==> config.mk <==
export PLATFORM = sky130hd
export DESIGN_NAME = ps2_key_decoder_flat
export DESIGN_NICKNAME = d
export VERILOG_FILES = /design/src/rtl/ps2_key_decoder_if.sv /design/src/rtl/ps2_key_decoder.sv /design/src/flat_wrapper.sv
export SDC_FILE = /design/constraint.sdc
export NUM_CORES = 1
export LEC_CHECK = 0
export BUFFER_PORTS_ARGS = -buffer_cell sky130_fd_sc_hd__clkbuf_2
export CAP_MARGIN = 25
export CELL_PAD_IN_SITES_DETAIL_PLACEMENT = 1
export CELL_PAD_IN_SITES_GLOBAL_PLACEMENT = 1
export CORE_MARGIN = 2
export CORE_UTILIZATION = 55
export CTS_BUF_LIST = sky130_fd_sc_hd__clkbuf_16
export CTS_CLUSTER_SIZE = 12
export DETAILED_ROUTE_END_ITERATION = 12
export PLACE_DENSITY_LB_ADDON = 0.3
export RECOVER_POWER = 100
export SYNTH_ARGS = -nofsm -noshare
export SYNTH_HDL_FRONTEND = slang
export SYNTH_SLANG_ARGS = --single-unit
export TNS_END_PERCENT = 30
==> constraint.sdc <==
create_clock -name clk -period 6.4 [get_ports clk]
set_input_delay 0.64 -clock clk [delete_from_list [all_inputs] [get_ports clk]]
set_output_delay 0.64 -clock clk [all_outputs]
set_load 0.03 [all_outputs]
==> src/rtl/ps2_key_decoder_if.sv <==
// Key-event stream between the scan-code decoder and its consumer.
//   ev_valid  head event available (decoder -> consumer)
//   ev_ready  consumer accepts head this cycle (consumer -> decoder)
//   ev_code   head base scan code, prefixes stripped
//   ev_ext    head was E0-prefixed
//   ev_break  head is a key release (1) or press (0)
//   ev_ascii  head ASCII translation, 8'h00 when unmapped or extended
interface ps2_key_decoder_if;
  logic       ev_valid;
  logic       ev_ready;
  logic [7:0] ev_code;
  logic       ev_ext;
  logic       ev_break;
  logic [7:0] ev_ascii;

  modport master (
    output ev_valid, ev_code, ev_ext, ev_break, ev_ascii,
    input  ev_ready
  );

  modport slave (
    input  ev_valid, ev_code, ev_ext, ev_break, ev_ascii,
    output ev_ready
  );
endinterface

==> src/rtl/ps2_key_decoder.sv <==
// PS/2 Set-2 scan-code decoder. Folds E0/F0 prefixes into single key events,
// suppresses typematic repeats, translates to ASCII and queues events in a
// show-ahead FIFO.
//   clk, reset        single clock, synchronous active-high reset
//   code_valid, code  one-cycle strobe with a received scan-code byte
//   ev                event stream (master side), valid/ready handshake
//   key_count         accepted press events, wraps at 255
//   overflow          sticky: an event was dropped on a full FIFO
module ps2_key_decoder #(
  parameter int unsigned DEPTH = 8,
  parameter int unsigned AW    = 3
) (
  input  logic              clk,
  input  logic              reset,
  input  logic              code_valid,
  input  logic [7:0]        code,
  ps2_key_decoder_if.master ev,
  output logic [7:0]        key_count,
  output logic              overflow
);

  typedef enum logic [1:0] {IDLE, EXT, BRK, EXTBRK} state_t;

  typedef struct packed {
    logic [7:0] code;
    logic       ext;
    logic       brk;
    logic [7:0] ascii;
  } event_t;

  state_t        state;
  logic [7:0]    held_code;
  logic          held_ext;
  logic          held_vld;
  event_t        mem [DEPTH];
  logic [AW-1:0] wr_ptr;
  logic [AW-1:0] rd_ptr;
  logic [AW:0]   count;

  function automatic logic [7:0] to_ascii(input logic [7:0] c);
    case (c)
      8'h1C: to_ascii = 8'h61; 8'h32: to_ascii = 8'h62; 8'h21: to_ascii = 8'h63;
      8'h23: to_ascii = 8'h64; 8'h24: to_ascii = 8'h65; 8'h2B: to_ascii = 8'h66;
      8'h34: to_ascii = 8'h67; 8'h33: to_ascii = 8'h68; 8'h43: to_ascii = 8'h69;
      8'h3B: to_ascii = 8'h6A; 8'h42: to_ascii = 8'h6B; 8'h4B: to_ascii = 8'h6C;
      8'h3A: to_ascii = 8'h6D; 8'h31: to_ascii = 8'h6E; 8'h44: to_ascii = 8'h6F;
      8'h4D: to_ascii = 8'h70; 8'h15: to_ascii = 8'h71; 8'h2D: to_ascii = 8'h72;
      8'h1B: to_ascii = 8'h73; 8'h2C: to_ascii = 8'h74; 8'h3C: to_ascii = 8'h75;
      8'h2A: to_ascii = 8'h76; 8'h1D: to_ascii = 8'h77; 8'h22: to_ascii = 8'h78;
      8'h35: to_ascii = 8'h79; 8'h1A: to_ascii = 8'h7A;
      8'h45: to_ascii = 8'h30; 8'h16: to_ascii = 8'h31; 8'h1E: to_ascii = 8'h32;
      8'h26: to_ascii = 8'h33; 8'h25: to_ascii = 8'h34; 8'h2E: to_ascii = 8'h35;
      8'h36: to_ascii = 8'h36; 8'h3D: to_ascii = 8'h37; 8'h3E: to_ascii = 8'h38;
      8'h46: to_ascii = 8'h39;
      8'h29: to_ascii = 8'h20; 8'h5A: to_ascii = 8'h0D; 8'h66: to_ascii = 8'h08;
      default: to_ascii = 8'h00;
    endcase
  endfunction

  logic is_prefix;
  logic is_sys;
  logic emit;
  logic emit_ext;
  logic emit_brk;
  logic held_match;
  logic accept;
  logic full;
  logic pop;
  logic push;

  assign is_prefix = (code == 8'hE0) || (code == 8'hF0);
  assign is_sys    = (code == 8'hAA) || (code == 8'hFA) ||
                     (code == 8'hFE) || (code == 8'hEE);

  // Event decode for the byte presented this cycle, from the prefix state.
  always_comb begin
    emit     = 1'b0;
    emit_ext = 1'b0;
    emit_brk = 1'b0;
    if (code_valid && !reset && !is_prefix) begin
      unique case (state)
        IDLE:    emit = !is_sys;
        EXT:     begin emit = 1'b1; emit_ext = 1'b1; end
        BRK:     begin emit = 1'b1; emit_brk = 1'b1; end
        EXTBRK:  begin emit = 1'b1; emit_ext = 1'b1; emit_brk = 1'b1; end
        default: emit = 1'b0;
      endcase
    end
  end

  assign held_match = held_vld && ({held_ext, held_code} == {emit_ext, code});
  // Releases always pass; presses matching the held key are typematic repeats.
  assign accept = emit && (emit_brk || !held_match);
  assign full   = (count == (AW + 1)'(DEPTH));
  assign pop    = (count != '0) && ev.ev_ready;
  // A pop in the same cycle frees the slot the push needs.
  assign push   = accept && (!full || pop);

  always_ff @(posedge clk) begin
    if (reset) begin
      state     <= IDLE;
      held_code <= '0;
      held_ext  <= 1'b0;
      held_vld  <= 1'b0;
      key_count <= '0;
      overflow  <= 1'b0;
      wr_ptr    <= '0;
      rd_ptr    <= '0;
      count     <= '0;
    end else begin
      if (code_valid) begin
        unique case (state)
          IDLE: begin
            if (code == 8'hE0)      state <= EXT;
            else if (code == 8'hF0) state <= BRK;
          end
          EXT: begin
            if (code == 8'hF0)      state <= EXTBRK;
            else if (code != 8'hE0) state <= IDLE;
          end
          default: state <= IDLE;
        endcase
      end

      if (accept) begin
        if (!emit_brk) begin
          held_code <= code;
          held_ext  <= emit_ext;
          held_vld  <= 1'b1;
          key_count <= key_count + 8'd1;
        end else if (held_match) begin
          held_vld <= 1'b0;
        end
        if (full && !pop) overflow <= 1'b1;
      end

      if (push) wr_ptr <= wr_ptr + 1'b1;
      if (pop)  rd_ptr <= rd_ptr + 1'b1;
      case ({push, pop})
        2'b10:   count <= count + 1'b1;
        2'b01:   count <= count - 1'b1;
        default: count <= count;
      endcase
    end
  end

  // Storage needs no reset: the empty flag masks stale entries.
  always_ff @(posedge clk) begin
    if (push) begin
      mem[wr_ptr] <= '{code:  code,
                       ext:   emit_ext,
                       brk:   emit_brk,
                       ascii: emit_ext ? 8'h00 : to_ascii(code)};
    end
  end

  event_t head;
  assign head        = (count != '0) ? mem[rd_ptr] : '0;
  assign ev.ev_valid = (count != '0);
  assign ev.ev_code  = head.code;
  assign ev.ev_ext   = head.ext;
  assign ev.ev_break = head.brk;
  assign ev.ev_ascii = head.ascii;

endmodule
==> src/flat_wrapper.sv <==
// flat-port wrapper written by rule: the top's interface ports become plain ports
module ps2_key_decoder_flat 
#(
  parameter int unsigned DEPTH = 8,
  parameter int unsigned AW    = 3
)
  (clk, reset, code_valid, code, key_count, overflow, ev_ev_valid, ev_ev_code, ev_ev_ext, ev_ev_break, ev_ev_ascii, ev_ev_ready);
  ps2_key_decoder_if ev_i ();
  input  logic clk;
  input  logic reset;
  input  logic code_valid;
  input  logic [7:0] code;
  output logic [7:0] key_count;
  output logic overflow;
  output wire logic [$bits(ev_i.ev_valid)-1:0] ev_ev_valid;
  output wire logic [$bits(ev_i.ev_code)-1:0] ev_ev_code;
  output wire logic [$bits(ev_i.ev_ext)-1:0] ev_ev_ext;
  output wire logic [$bits(ev_i.ev_break)-1:0] ev_ev_break;
  output wire logic [$bits(ev_i.ev_ascii)-1:0] ev_ev_ascii;
  input wire logic [$bits(ev_i.ev_ready)-1:0] ev_ev_ready;
  assign ev_ev_valid = ev_i.ev_valid;
  assign ev_ev_code = ev_i.ev_code;
  assign ev_ev_ext = ev_i.ev_ext;
  assign ev_ev_break = ev_i.ev_break;
  assign ev_ev_ascii = ev_i.ev_ascii;
  assign ev_i.ev_ready = ev_ev_ready;
  ps2_key_decoder #(.DEPTH(DEPTH), .AW(AW)) u_core (.clk(clk), .reset(reset), .code_valid(code_valid), .code(code), .ev(ev_i), .key_count(key_count), .overflow(overflow));
endmodule
==> results_dict.tcl, run 1 <==
set metrics [dict create \
    fin_util 0.621 \
    criticalPathCategory "input port to flip-flop" \
    antenna_found_initial 0 \
    track_usage 0.283 \
    synth_area_um2 7810 \
    relSlewSlack -0.881 \
    hpwl_mm 11.9 \
    core_um2 13900 \
    r2r_slack_ns 2.87 \
    synth_area_per_cell_um2 13.9 \
    post_drt_wl_per_cell_um 25.8 \
    die_x_um 123 \
    rsz0062_at_grt "no" \
    reg2regPathDepth 11 \
    wirelength_mm 20.3 \
    cp_max_fo 46 \
    clock_sinks 170 \
    setup_viol 0 \
    ys_warn_count 0 \
    synth_fp_nets 587 \
    num_rows 43 \
    synth_cell_types 68 \
    final_nets 620 \
    slowest_stage "clkbuf_1" \
    tightest_slew_ns 2.82 \
    min_path_type "flip-flop to flip-flop" \
    place_ws_ns 2.05 \
    io_buffers 38 \
    cts_resized 0 \
    grt_first_pass_wirelength_mm 31.2 \
    grt_pass1_vias 5309 \
    fill_cells 1376 \
    start_util 0.563 \
    post-route-min-period_ns 4.99 \
    first_pass_iters 5 \
    die_area_um2 15200 \
    syn_to_final_growth_pct 10.4 \
    finalClockSkew_ns 0.00877 \
    end_kind "flip-flop" \
    outcome "finished, violations left" \
    gp_congestion 0.861 \
    drc 0 \
    overflow 0 \
    grt_max_degree 50 \
    die_h_um 123 \
    drv_cap 3 \
    holdWs_ns 0.490 \
    drtIter0Drc 463 \
    crit_chain "clkbuf_2, clkbuf_1, nand2b_1, o21a_1, nand2b_1, or3b_1, nor4_1, clkbuf_1" \
    n_antenna_cell 0 \
    peakVddDrop_mv 0.194 \
    cts_hold_buffers 0 \
    cts.clk_slew.worst_paths_ns 0.06 \
    start_kind "input port" \
    critPathLaunch "code[3]" \
    clk_path_buf_depth 2 \
    clk_latency_ns 0.43 \
    critPathArrivalTime_ns 5.02 \
    yosys.area.top_type "edfxtp_1" \
    crit_required_ns 6.44 \
    failed_checks "max-capacitance violations, max-slew violations" \
    avgViaCountPerCell 6.44 \
    num_io_pins 40 \
    p_total_w 0.00305 \
    finalHoldViolCount 0 \
    critPathCapture "u_core.mem[5][13]" \
    synth_top_area_frac 0.523 \
    cpPeakStageDelay_ns 1.50 \
    ys_async_sr_fraction 0 \
    synth-seq-cells 170 \
    ctsRootBufferMaster "clkbuf_16" \
    syn_inst 562 \
    htreeDepth 4 \
    drive_gt1_frac 0.137 \
    ys_seq_area_frac 0.610 \
    post_cts_buffers 0 \
    vias 5076 \
    setup_tns_ns 0 \
    r2r-start "u_core.count[1]" \
    final_max_slew_viol_count 132 \
    synth_edf_count 136 \
    reg2reg_to "u_core.count[2]" \
    period_share 0.779 \
    worst_slack_ns 1.41 \
    yosys_most_used_dff "edfxtp_1" \
    p_leak_nw 2.76 \
    cts_tree "done" \
    yosys-top-cells-area "edfxtp_1, mux4_2, dfxtp_1, mux2i_1, a21oi_1" \
    powerDensity_nw_per_um2 354 \
    drtAntennaViolNets 0 \
    cts-buffers-inserted 17 \
    max_freq_ghz 0.201 \
]
-- power by group --
group	internal [W]	total, W	switching [W]
clock network	0.000545	0.00101	0.000466
registers	0.00124	0.00129	0.0000412
logic	0.000242	0.000758	0.000517
-- sequential cells by signal, indices dropped and copies added, names as in the netlist, named ones only --
name,flops
u_core.key_count,8
u_core.held_code,8
u_core.rd_ptr,3
u_core.mem,136
u_core.overflow,1
u_core.state,2
u_core.held_vld,1
u_core.count,4
u_core.wr_ptr,3
u_core.held_ext,1
-- logic make-up (layout without fill, tap and decap cells) --
family	Yosys count	after routing	synth area share
flip-flops	170	170	0.610
adder cells (fa/ha/maj)	13	13	0.0208
AND/OR/NAND/NOR	134	134	0.0932
other	1	1	0.000480
AO/OA/AOI/OAI	109	109	0.0892
XOR/XNOR	15	15	0.0168
multiplexers	63	63	0.137
buffers and inverters	57	103	0.0328
-- worst min-delay path by stage --
| stage | startpoint | endpoint | slack, ns | depth (start not counted) |
|---|---|---|---|---|
| detailed placement | u_core.held_vld | u_core.held_vld | 0.48 | 2 |
| global placement | u_core.held_vld | u_core.held_vld | 0.45 | 2 |
| finish | u_core.key_count[7] | u_core.key_count[7] | 0.49 | 2 |
| floorplan | u_core.held_vld | u_core.held_vld | 0.44 | 2 |
| CTS | u_core.held_vld | u_core.held_vld | 0.49 | 2 |
| global route | u_core.overflow | u_core.overflow | 0.51 | 1 |
-- Yosys cell counts (3+ instances only) --
cell / n
a211oi_1: 3
xor2_1: 5
edfxtp_1: 136
inv_1: 14
and2_1: 4
o21a_1: 4
nor3_1: 9
nand3_1: 16
nand2b_1: 7
xnor2_1: 10
buf_1: 5
buf_6: 3
or3_1: 8
mux4_2: 35
nor4_1: 7
nor2_1: 32
o221ai_1: 3
nor2b_1: 5
a21oi_1: 35
mux2i_1: 27
a22o_1: 3
nand4_1: 5
clkbuf_1: 22
o41ai_1: 3
nand3b_1: 3
o21ai_0: 27
dfxtp_1: 34
o211ai_1: 4
a311oi_1: 3
buf_2: 9
o311ai_0: 3
ha_1: 13
nand2_1: 25
-- routing by layer --
layer / up-vias / track usage / part of all wire
li1: 2250 / - / -
met1: 2639 / 0.357 / 0.42
met2: 147 / 0.476 / 0.51
met3: 40 / 0.0604 / 0.047
met4: 0 / 0.114 / 0.022
met5: - / 0 / 0
-- layout make-up --
cell class	instances	area, µm²	share of cell area
Sequential cell	170	4770	0.553
Multi-Input combinational cell	335	2780	0.322
Clock buffer	17	425	0.0493
Timing Repair Buffer	56	235	0.0273
Tap cell	180	225	0.0261
Clock inverter	15	140	0.0162
Inverter	15	56.3	0.00653
-- worst max-delay path, delay by kind of cell --
kind / cells / cell delay, ns
AO/OA/AOI/OAI: 1 / 0.19
AND/OR/NAND/NOR: 4 / 1.48
buffers and inverters: 3 / 2.67
-- stage by stage --
stage | instance area (µm²) | std cells
6_report | 8620 | 788
5_1_grt | 8620 | 788
4_1_cts | 8780 | 786
3_5_place_dp | 8210 | 754
3_3_place_gp | 8180 | 751
2_1_floorplan | 7810 | 562
-- placed cells by master (no fill, tap or decap), drive strengths merged, types with 2 or more instances in the layout --
master,netlist,final
o41ai,3,3
edfxtp,136,136
and2,4,4
o21a,4,4
a31oi,2,2
o211ai,4,4
nor3,9,9
a311oi,3,3
nand3b,3,3
buf,19,3
or4,3,3
a211oi,4,4
nor2b,6,6
inv,14,21
clkbuf,23,70
o221ai,3,3
nand2,25,25
a21oi,35,35
mux2i,27,27
a211o,2,2
clkinvlp,0,3
mux4,35,35
nand4,5,5
nor4,8,8
o31ai,2,2
nand3,16,16
xor2,5,5
a22o,3,3
ha,13,13
or3,8,8
nor2,32,32
nand2b,8,8
o21ai,29,29
xnor2,10,10
clkinv,1,5
o311ai,3,3
dfxtp,34,34
No activity file was read; power rests on OpenSTA's default activity.
==> inputs of run 2 (changes only) <==
--- a/config.mk
+++ b/config.mk
@@ -10,7 +10,7 @@
 export CELL_PAD_IN_SITES_DETAIL_PLACEMENT = 1
 export CELL_PAD_IN_SITES_GLOBAL_PLACEMENT = 1
 export CORE_MARGIN = 2
-export CORE_UTILIZATION = 55
+export CORE_UTILIZATION = 46
 export CTS_BUF_LIST = sky130_fd_sc_hd__clkbuf_16
 export CTS_CLUSTER_SIZE = 12
 export DETAILED_ROUTE_END_ITERATION = 12
==> constraint.sdc (replaced) <==
create_clock -name clk -period 4.3 [get_ports clk]
set_input_delay 0.43 -clock clk [delete_from_list [all_inputs] [get_ports clk]]
set_output_delay 0.43 -clock clk [all_outputs]
set_load 0.03 [all_outputs]
==> run 2 against run 1 <==
Against the previous run: the run now ends clean; global-route usage down 5.6 points; power grew 47%; first-iteration DRC count decreased by 40%; critical path depth decreased by 3; sequential power up 50%; die area is 19% higher; critical endpoint is now ev_ev_code[4]; largest power group unchanged.
==> results_dict.tcl, run 2 (synthesis results as in run 1) <==
set metrics [dict create \
    num_io_pins 40 \
    htreeDepth 4 \
    grt_pass1_vias 5350 \
    max_freq_ghz 0.269 \
    end_kind "output pin" \
    reg.largest.list "u_core.mem x136, u_core.held_code x8, u_core.key_count x8" \
    place_inst 804 \
    cts.clk_slew.worst_paths_ns 0.07 \
    multiInputGateArea_um2 2760 \
    cts_hold_buffers 0 \
    grt_first_pass_wirelength_mm 30.4 \
    die_h_um 134 \
    wirelength_mm 19.5 \
    top_layer "met4" \
    clock_sinks 170 \
    largest_reg_flops 136 \
    drtAntennaViolNets 0 \
    overflow 0 \
    final_cells 836 \
    drc 0 \
    die_x_um 134 \
    clk_path_buf_depth 2 \
    setup_tns_ns 0 \
    outcome "finished, final reports clean" \
    track_usage 0.226 \
    cts_tree "done" \
    route.met2.wl_mm 9.78 \
    powerDensity_nw_per_um2 514 \
    final_max_slew_viol_count 0 \
    critPathArrivalTime_ns 3.28 \
    final_cell_mix "edfxtp_1, clkbuf_1, a21oi_1, mux4_2, dfxtp_1" \
    top_register "u_core.mem" \
    post-route-min-period_ns 3.71 \
    final_nets 628 \
    holdWs_ns 0.393 \
    finalHoldViolCount 0 \
    hpwl_mm 12.5 \
    ctsRootBufferMaster "clkbuf_16" \
    drtIter0Drc 279 \
    fill_cells 1674 \
    n_antenna_cell 0 \
    cts-buffers-inserted 17 \
    start_kind "flip-flop" \
    peakVddDrop_mv 0.319 \
    fin_util 0.528 \
    regArea_um2 4770 \
    grt_max_degree 30 \
    gp_congestion 0.902 \
    rsz0062_at_grt "no" \
    cp_max_fo 19 \
    clk_latency_ns 0.45 \
    wl_met1_mm 8.74 \
    drv_cap 0 \
    criticalPathCategory "flip-flop to output pin" \
    cts_resized 0 \
    finalClockSkew_ns 0.0231 \
    avgViaCountPerCell 5.94 \
    crit_required_ns 3.87 \
    p_leak_nw 2.82 \
    io_buffers 38 \
    antenna_found_initial 0 \
    start_util 0.471 \
    first_pass_iters 4 \
    syn_to_final_growth_pct 12.0 \
    post_drt_wl_per_cell_um 23.3 \
    drive_gt1_frac 0.157 \
    tightest_slew_ns 1.26 \
    p_total_w 0.00450 \
    post_cts_buffers 0 \
    core_um2 16600 \
    relSlewSlack 0.160 \
    setup_viol 0 \
    num_rows 47 \
    min_path_type "input port to flip-flop" \
    period_share 0.863 \
    vias 4963 \
    dr_wl_met3_um 705 \
    final_common_cell "edfxtp_1" \
    die_area_um2 18000 \
]
run 2: changes by cell type in the layout (fill, tap and decap cells not counted), sizes merged:
cell	delta
inv	-1
clkinv	+2
buf	+11
clkbuf	-3
clkinvlp	-1
run 2: worst paths after layout:
kind | end | startpoint | slack, ns | cells after the start
setup / recovery | ev_ev_code[4] | flip-flop | 0.59 | 5
hold / removal | u_core.state[1] | code_valid | 0.39 | 4
setup reg to reg | u_core.count[2] | u_core.count[1] | 0.82 | 11
hold reg to reg | u_core.held_vld | u_core.held_vld | 0.48 | 2
run 2: final cells by class:
class / instances / area share
inverters: 15 / 0.00643
clock buffers: 17 / 0.0486
flip-flops and latches: 170 / 0.545
repair buffers: 64 / 0.0370
well taps: 220 / 0.0315
multi-input cells: 335 / 0.316
clock inverters: 15 / 0.0162
run 2: layer usage:
metal  track usage  up-vias
li1              -     2261
met1         0.290     2573
met2         0.387      108
met3        0.0401       21
met4        0.0836        0
met5             0        -
run 2: power breakdown:
| part | switching, W | total (W) | internal [W] |
|---|---|---|---|
| sequential | 0.0000924 | 0.00194 | 0.00185 |
| combinational | 0.000714 | 0.00108 | 0.000362 |
| clock | 0.000672 | 0.00148 | 0.000807 |
run 2: worst max-delay path: stages (launching register included):
cell      delay, ns
dfxtp_1        0.85
clkbuf_1       0.99
mux4_2         0.43
mux2i_1        0.25
nor2_1         0.07
clkbuf_2       0.23
run 2: metrics by stage:
step | area, µm² | worst slack (ns)
after global routing | 8750 | 0.445
after floorplan | 7810 | 0.132
final | 8750 | 0.587
after global placement | 8310 | 1.02
after detailed placement | 8340 | 0.907
after CTS | 8910 | 1.04
==> inputs of run 3 (changes only) <==
--- a/config.mk
+++ b/config.mk
@@ -5,12 +5,13 @@
 export SDC_FILE = /design/constraint.sdc
 export NUM_CORES = 1
 export LEC_CHECK = 0
+export ABC_AREA = 1
 export BUFFER_PORTS_ARGS = -buffer_cell sky130_fd_sc_hd__clkbuf_2
 export CAP_MARGIN = 25
 export CELL_PAD_IN_SITES_DETAIL_PLACEMENT = 1
 export CELL_PAD_IN_SITES_GLOBAL_PLACEMENT = 1
 export CORE_MARGIN = 2
-export CORE_UTILIZATION = 46
+export CORE_UTILIZATION = 43
 export CTS_BUF_LIST = sky130_fd_sc_hd__clkbuf_16
 export CTS_CLUSTER_SIZE = 12
 export DETAILED_ROUTE_END_ITERATION = 12
==> run 3 against run 2 <==
Against the previous run: register-to-register slack better by 0.71 ns; via count is 22% higher; utilization is 4.1 points lower; clock power hardly changed.
==> results_dict.tcl, run 3 <==
set metrics [dict create \
    drv_cap 0 \
    slowest_stage "nor3_1" \
    synth_fp_nets 834 \
    n_antenna_cell 0 \
    final_nets 867 \
    synth_edf_count 136 \
    start_util 0.438 \
    final_cell_mix "nor2_1, edfxtp_1, o21ai_0" \
    synth_top_family_by_area "simple AND/OR/NAND/NOR gates" \
    avgViaCountPerCell 5.60 \
    yosys-top-cells-area "edfxtp_1, dfxtp_1, nor2_1, o21ai_0, nand2_1" \
    io_buffers 38 \
    num_io_pins 40 \
    path_common_cell "o21ai_0" \
    synth_area_per_cell_um2 9.73 \
    synthSimpleGateAreaFrac 0.172 \
    num_rows 49 \
    largest_reg_flops 136 \
    final_common_cell "nor2_1" \
    drive_gt1_frac 0.0772 \
    synth_fa_ha_area_frac 0.0207 \
    post_cts_buffers 0 \
    cts_hold_buffers 0 \
    overflow 0 \
    ys_seq_area_frac 0.605 \
    clock_sinks 170 \
    synth-xor-area-share 0.0111 \
    core_um2 18000 \
    reg.largest.list "u_core.mem x136, u_core.held_code x8, u_core.key_count x8" \
    path_buf_inv 3 \
    ys_warn_count 0 \
    synth_compound_area_frac 0.139 \
    powerDensity_nw_per_um2 569 \
    drc 0 \
    top_register "u_core.mem" \
    synth_top_area_frac 0.519 \
    synth_area_um2 7870 \
    drtAntennaViolNets 0 \
    setup_tns_ns 0 \
    relSlewSlack 0.300 \
    synth-seq-cells 170 \
    vias 6075 \
    tightest_slew_ns 1.05 \
    cts_tree "done" \
    max_freq_ghz 0.292 \
    cts-buffers-inserted 17 \
    p_leak_nw 3.21 \
    yosys_most_used_dff "edfxtp_1" \
    gp_congestion 0.894 \
    synthTopCellsByCount "nor2_1, edfxtp_1, o21ai_0, nand2_1, inv_1" \
    syn_to_final_growth_pct 11.0 \
    drtIter0Drc 346 \
    grt_pass1_vias 6516 \
    crit_chain "clkbuf_1, inv_2, ha_1, inv_1, nor3_1, o21ai_0, nand4_1, nand4_1, nand3_2, ha_1, xor2_1, nand3_1, a21oi_1, o21ai_0, o21ai_0, a21oi_1" \
    criticalPathCategory "input port to flip-flop" \
    cp_max_fo 13 \
    die_x_um 139 \
    ctsRootBufferMaster "clkbuf_16" \
    peakVddDrop_mv 0.310 \
    die_area_um2 19400 \
    finalClockSkew_ns 0.0123 \
    synth_cell_types 40 \
    critPathArrivalTime_ns 3.73 \
    fill_cells 2087 \
    crit_family "simple AND/OR/NAND/NOR gates" \
    synth_mux_area_frac 0 \
    track_usage 0.232 \
    die_h_um 139 \
    clk_latency_ns 0.43 \
    period_share 0.796 \
    grt_first_pass_wirelength_mm 34.8 \
    cts_resized 0 \
    ys_async_sr_fraction 0 \
    first_pass_iters 4 \
    final_max_slew_viol_count 0 \
    outcome "finished, final reports clean" \
    crit_required_ns 4.60 \
    yosysMostFrequentCell "nor2_1" \
    syn_inst 809 \
    hpwl_mm 14.2 \
    setup_viol 0 \
    end_kind "flip-flop" \
    post_drt_wl_per_cell_um 20.2 \
    finalHoldViolCount 0 \
    clk_path_buf_depth 2 \
    cts.clk_slew.worst_paths_ns 0.07 \
    yosys.area.top_type "edfxtp_1" \
    post-route-min-period_ns 3.42 \
    htreeDepth 4 \
    cpPeakStageDelay_ns 0.38 \
    grt_max_degree 69 \
    rsz0062_at_grt "no" \
    fin_util 0.486 \
    min_path_type "input port to flip-flop" \
    wirelength_mm 21.9 \
    antenna_found_initial 0 \
    start_kind "input port" \
]
-- run 3: cell count changes after synthesis, sizes merged, moves of 18 or more --
cell / delta
mux4: -35
nand2: +87
mux2i: -27
nor2: +129
a31oi: +18
o21ai: +89
inv: +40
-- run 3: report_power, final --
| part | internal, W | total [W] | switching (W) |
|---|---|---|---|
| Sequential | 0.00184 | 0.00189 | 0.0000453 |
| Clock | 0.000817 | 0.00150 | 0.000683 |
| Combinational | 0.000401 | 0.00158 | 0.00118 |
-- run 3: kinds of logic after synthesis --
| logic type | after synthesis |
|---|---|
| simple gates | 323 |
| compound gates | 197 |
| flops | 170 |
| buf+inv | 95 |
| fa+ha+maj | 13 |
| xor+xnor | 10 |
| other cells | 1 |
-- run 3: per-stage QoR --
step	hold WS [ns]	total power, W	setup slack, ns	cells	area [µm²]
3_3_place_gp	0.443	0.00348	1.01	1052	8300
3_5_place_dp	0.446	0.00356	0.753	1052	8300
6_report	0.426	0.00497	0.876	1084	8740
4_1_cts	0.322	0.00506	1.03	1084	8880
5_1_grt	0.449	0.00523	0.488	1084	8740
2_1_floorplan	0.433	0.00304	1.06	809	7870
-- run 3: area by class of cell --
cell class | instances | area [µm²] | share of cell area
clock buffer | 17 | 425 | 0.0487
clock inverter | 15 | 156 | 0.0179
inverter | 54 | 205 | 0.0235
multi-input combinational | 544 | 2650 | 0.303
sequential | 170 | 4770 | 0.545
tap | 229 | 287 | 0.0328
timing repair buffer | 55 | 248 | 0.0284
-- run 3: path summary, 6_finish.rpt --
path | slack [ns] | from | end | cells past startpoint
worst min-delay path | 0.43 | reset | u_core.held_code[0] | 2
worst min register to register | 0.45 | u_core.overflow | u_core.overflow | 2
worst max-delay path | 0.88 | code[1] | u_core.count[3] | 16
worst max register to register | 1.53 | u_core.held_code[5] | u_core.count[3] | 14
-- run 3: metal layers --
metal,share of wire,track usage,vias up
met4,0.013,0.0845,0
met2,0.52,0.409,136
met1,0.42,0.288,3038
met5,0,0,-
li1,-,-,2880
met3,0.043,0.0385,21
